### src/rtl/mul6_seq_ctrl.sv
// mul6_seq_ctrl: 6x6 unsigned multiplier that time-multiplexes a single
// combinational 3x3 core over up to four steps, with valid/ready handshakes
// on the operand and result sides.
// Optional build macro: MUL_SKIP_ZERO_EN. When defined, steps whose partial
// product is known to be zero are skipped, which shortens the latency.

// Combinational 3x3 unsigned multiplier core
module mul_3x3 (
  input  logic [2:0] x,
  input  logic [2:0] y,
  output logic [5:0] prod
);
  assign prod = 6'(x) * 6'(y);
endmodule

module mul6_seq_ctrl (
  input  logic        clk,
  input  logic        rst_n,
  input  logic        in_valid,
  output logic        in_ready,
  input  logic [5:0]  a,
  input  logic [5:0]  b,
  output logic        out_valid,
  input  logic        out_ready,
  output logic [11:0] p,
  output logic        busy
);
  localparam int unsigned HALF_W = 3;
  localparam int unsigned OP_W   = 6;
  localparam int unsigned PP_W   = 6;
  localparam int unsigned ACC_W  = 12;
  localparam int unsigned STEPS  = 4;

  typedef enum logic [1:0] {IDLE, RUN, DONE} state_t;

  state_t               state;
  logic [OP_W-1:0]      a_q, b_q;
  logic [1:0]           step_q;
  logic [STEPS-1:0]     mask_q;

  logic [STEPS-1:0]     mask_c;
  logic [STEPS-1:0]     mask_rem_c;
  logic [HALF_W-1:0]    x_c, y_c;
  logic [PP_W-1:0]      pp_c;
  logic [3:0]           shift_c;
  logic [ACC_W-1:0]     sum_c;

  // Index of the lowest set bit in a step mask (mask assumed nonzero)
  function automatic logic [1:0] first_set(input logic [STEPS-1:0] m);
    if (m[0])      return 2'd0;
    else if (m[1]) return 2'd1;
    else if (m[2]) return 2'd2;
    else           return 2'd3;
  endfunction

  // Step mask evaluated from the offered operands at acceptance
`ifdef MUL_SKIP_ZERO_EN
  always_comb begin
    mask_c[0] = (a[2:0] != 3'd0) && (b[2:0] != 3'd0);
    mask_c[1] = (a[2:0] != 3'd0) && (b[5:3] != 3'd0);
    mask_c[2] = (a[5:3] != 3'd0) && (b[2:0] != 3'd0);
    mask_c[3] = (a[5:3] != 3'd0) && (b[5:3] != 3'd0);
  end
`else
  assign mask_c = 4'b1111;
`endif

  // Operand half selection: step bit 1 picks the high half of a, bit 0 of b
  always_comb begin
    x_c        = step_q[1] ? a_q[5:3] : a_q[2:0];
    y_c        = step_q[0] ? b_q[5:3] : b_q[2:0];
    shift_c    = 4'(HALF_W) * (4'(step_q[0]) + 4'(step_q[1]));
    mask_rem_c = mask_q & ~(4'(1) << step_q);
  end

  mul_3x3 u_mul (
    .x    (x_c),
    .y    (y_c),
    .prod (pp_c)
  );

  assign sum_c = p + (ACC_W'(pp_c) << shift_c);

  // Control FSM, operand capture and accumulator; all outputs registered
  always_ff @(posedge clk or negedge rst_n) begin
    if (!rst_n) begin
      state     <= IDLE;
      a_q       <= '0;
      b_q       <= '0;
      step_q    <= '0;
      mask_q    <= '0;
      p         <= '0;
      in_ready  <= 1'b1;
      out_valid <= 1'b0;
      busy      <= 1'b0;
    end else begin
      unique case (state)
        IDLE: begin
          if (in_valid) begin
            a_q      <= a;
            b_q      <= b;
            p        <= '0;
            mask_q   <= mask_c;
            in_ready <= 1'b0;
            busy     <= 1'b1;
            if (mask_c != '0) begin
              step_q <= first_set(mask_c);
              state  <= RUN;
            end else begin
              step_q    <= '0;
              out_valid <= 1'b1;
              state     <= DONE;
            end
          end
        end
        RUN: begin
          p      <= sum_c;
          mask_q <= mask_rem_c;
          if (mask_rem_c != '0) begin
            step_q <= first_set(mask_rem_c);
          end else begin
            out_valid <= 1'b1;
            state     <= DONE;
          end
        end
        DONE: begin
          if (out_ready) begin
            out_valid <= 1'b0;
            busy      <= 1'b0;
            in_ready  <= 1'b1;
            step_q    <= '0;
            state     <= IDLE;
          end
        end
        default: state <= IDLE;
      endcase
    end
  end
endmodule

### config.mk
export PLATFORM = sky130hd
export DESIGN_NAME = mul6_seq_ctrl
export DESIGN_NICKNAME = d
export VERILOG_FILES = /design/src/rtl/mul6_seq_ctrl.sv
export SDC_FILE = /design/constraint.sdc
export NUM_CORES = 1
export LEC_CHECK = 0
export ABC_AREA = 1
export BUFFER_PORTS_ARGS = -buffer_cell sky130_fd_sc_hd__buf_2
export CAP_MARGIN = 40
export CORE_MARGIN = 5
export CORE_UTILIZATION = 40
export DETAILED_ROUTE_END_ITERATION = 6
export GPL_ROUTABILITY_DRIVEN = 0
export PLACE_DENSITY = 0.66
export SLEW_MARGIN = 25
export SYNTH_ARGS = -nofsm -noshare
export SYNTH_HDL_FRONTEND = slang
export SYNTH_SLANG_ARGS = --single-unit
export TNS_END_PERCENT = 5
### constraint.sdc
create_clock -name clk -period 8.8 [get_ports clk]
set_input_delay 1.76 -clock clk [delete_from_list [all_inputs] [get_ports clk]]
set_output_delay 1.76 -clock clk [all_outputs]
set_load 0.03 [all_outputs]
==> results.sh <==
export IMPL_status="completed"
export IMPL_final_hold_viol_count=0
export IMPL_vias=2217
export IMPL_final_common_cell="nand2_1"
export IMPL_worstSetupPathType="reg -> reg"
export IMPL_maxCapViolCount=0
export IMPL_clock_latency_ns=0.29
export IMPL_syn_to_final_growth_pct=13.8
export IMPL_slew_violations=0
export IMPL_rows=28
export IMPL_drive_above_1_share_pct=13.2
export IMPL_gr_total_overflow=0
export IMPL_cts_path_max_buffers=2
export IMPL_fmax_mhz=229
export IMPL_syn_area_mm2=0.00244
export IMPL_routedWlPerCell_um=12.4
export IMPL_slew_headroom_pct=64.2
export IMPL_dp_hpwl_um=4210
export IMPL_yosysUniqueCellTypes=32
export IMPL_wl_met1_um=2620
export IMPL_yosysWarnings=0
export IMPL_grt_pass1_wl_um=9680
export IMPL_dr_wl_met2_um=2460
export IMPL_drtAntennaViolNets=0
export IMPL_layout_common_cells="nand2_1, inv_1, dfrtp_1, buf_2, o21ai_0"
export IMPL_syn_mean_instance_area_um2=7.37
export IMPL_grt_max_degree=36
export IMPL_crit_fanout=7
export IMPL_ys_seq_area_share_pct=36.0
export IMPL_fin_skew_ns=0.00813
export IMPL_crit_path_end_kind="register"
export IMPL_grt_antenna_before_repair=0
export IMPL_cts_buffers=5
export IMPL_io_pins=31
export IMPL_num_antenna_cells=0
export IMPL_tightestPinTransition_ns=0.537
export IMPL_first_pass_iters=4
export IMPL_fin_tns_setup_ns=0
export IMPL_postCtsResizedCells=0
export IMPL_die_y_um=88.1
export IMPL_yosys_area_top_type="dfrtp_1"
export IMPL_nFillCells=600
export IMPL_cp_arrival_ns=4.60
export IMPL_drt_total_wl_um=5460
export IMPL_setup_worst_path_start_class="register"
export IMPL_h_tree_depth=2
export IMPL_grt_use_total_pct=15.5
export IMPL_cts_setup_buffers=0
export IMPL_drt_iter0_markers=120
export IMPL_start_util_pct=41.2
export IMPL_die_area_mm2=0.00776
export IMPL_port_buffers=30
export IMPL_ys_ff_latch=35
export IMPL_netlist_top_cells_area="dfrtp_1, nand2_1, ha_1"
export IMPL_fin_crit_sh_pct=49.7
export IMPL_cts_hold_fix_buffers=0
export IMPL_avgViaCountPerCell=5.04
export IMPL_setup_viol=0
export IMPL_holdWs_ns=0.482
export IMPL_grt_pass1_vias=2138
export IMPL_synth_cells=331
export IMPL_clk_pin_slew_ns=0.07
export IMPL_layout_nets=404
export IMPL_hold_class="reg -> reg"
export IMPL_synthDominantCellAreaShare_pct=34.9
export IMPL_synth_nets=371
export IMPL_cts_tree="yes"
export IMPL_coreArea_mm2=0.00592
export IMPL_fin_crit_ns=4.37
export IMPL_die_width_um=88.1
export IMPL_critPathRequiredTime_ns=9.03
export IMPL_rsz0062_at_grt="no"
export IMPL_drc=0
export IMPL_wl_met3_um=286
export IMPL_top_layer="met4"
export IMPL_cts_sinks=35
export IMPL_root_buffer="clkbuf_8"
==> through the flow <==
step	util (%)	cells	instance area, um^2	worst slack (ns)
finish	46.9	440	2770	4.43
global route	46.9	440	2770	4.13
CTS	46.4	439	2750	4.44
detailed placement	44.9	431	2660	4.44
global placement	44.8	430	2650	4.50
floorplan	-	331	2440	4.89
==> layer usage <==
layer / GRT usage, % / vias up
met1: 20.2 / 1013
met3: 3.48 / 11
met5: 0 / -
met4: 5.08 / 0
met2: 25.6 / 48
li1: - / 1145
==> flip-flops by register name, summed over array words and instances, names as in the netlist <==
signal and cells:
in_ready 1, busy 1, step_q 2, mask_q 4, out_valid 1, b_q 6
state 2, a_q 6, p 12
==> final cells by class <==
cell class | instances | area (um^2) | area share, %
flip-flops and latches | 35 | 877 | 31.6
well taps | 75 | 93.8 | 3.38
repair buffers | 32 | 185 | 6.68
clock buffers | 6 | 72.6 | 2.62
inverters | 37 | 139 | 5.01
multi-input cells | 253 | 1390 | 50.2
clock inverters | 2 | 12.5 | 0.451
==> kinds of logic (layout without fill, tap and decap cells) <==
family,count (synthesis),count (layout),share of synthesized area (%)
compound gates,55,55,12.7
xor+xnor,6,6,2.16
fa+ha+maj,24,24,13.2
buf+inv,43,77,6.88
flops,35,35,36.0
mux,4,4,1.64
simple gates,164,164,27.4
==> final timing paths <==
check	startpoint	to	slack (ns)	cells past startpoint
worst min register to register	a_q[3]$_DFFE_PN0P_	a_q[3]$_DFFE_PN0P_	0.48	2
worst max register to register	step_q[1]$_DFFE_PN0P_	p[9]$_DFFE_PN0P_	4.43	23
worst min-delay path	a_q[3]$_DFFE_PN0P_	a_q[3]$_DFFE_PN0P_	0.48	2
worst max-delay path	step_q[1]$_DFFE_PN0P_	p[9]$_DFFE_PN0P_	4.43	23
max in group asynchronous	rst_n	in_ready$_DFFE_PN1P_	6.87	2
min in group asynchronous	rst_n	p[10]$_DFFE_PN0P_	1.41	1
==> cell usage after synthesis (all sizes together) <==
cell    count
buf         3
o21bai      1
o21a        1
nor4        1
a31oi       3
nor2       25
a21o        1
nor3        1
dfstp       1
a21oi      12
inv        37
xor2        3
a21boi      1
dfrtp      34
mux2i       4
or2         4
ha         21
nand4       5
xnor2       3
fa          3
a22o        2
o22ai       6
nand3      19
o31ai       1
o21ai      27
clkbuf      3
nand2     109
==> critical path, stage by stage (launching register included) <==
cell	delay, ns
dfrtp_1	0.49
inv_1	0.16
nand2_1	0.06
nand2_1	0.12
inv_1	0.08
or2_2	0.31
fa_1	0.54
inv_1	0.04
ha_1	0.22
fa_1	0.38
xnor2_1	0.20
o21ai_0	0.12
o21ai_0	0.25
o22ai_1	0.13
ha_1	0.35
inv_1	0.10
o21ai_0	0.09
a21oi_1	0.18
nand2_1	0.11
nand2_1	0.07
nand2_1	0.05
a21oi_1	0.12
o21ai_0	0.09
nand2_1	0.07
Power is left out: the tool's default activity adds up to more than one toggle a clock period on the data nets, which glitch-free logic cannot reach.
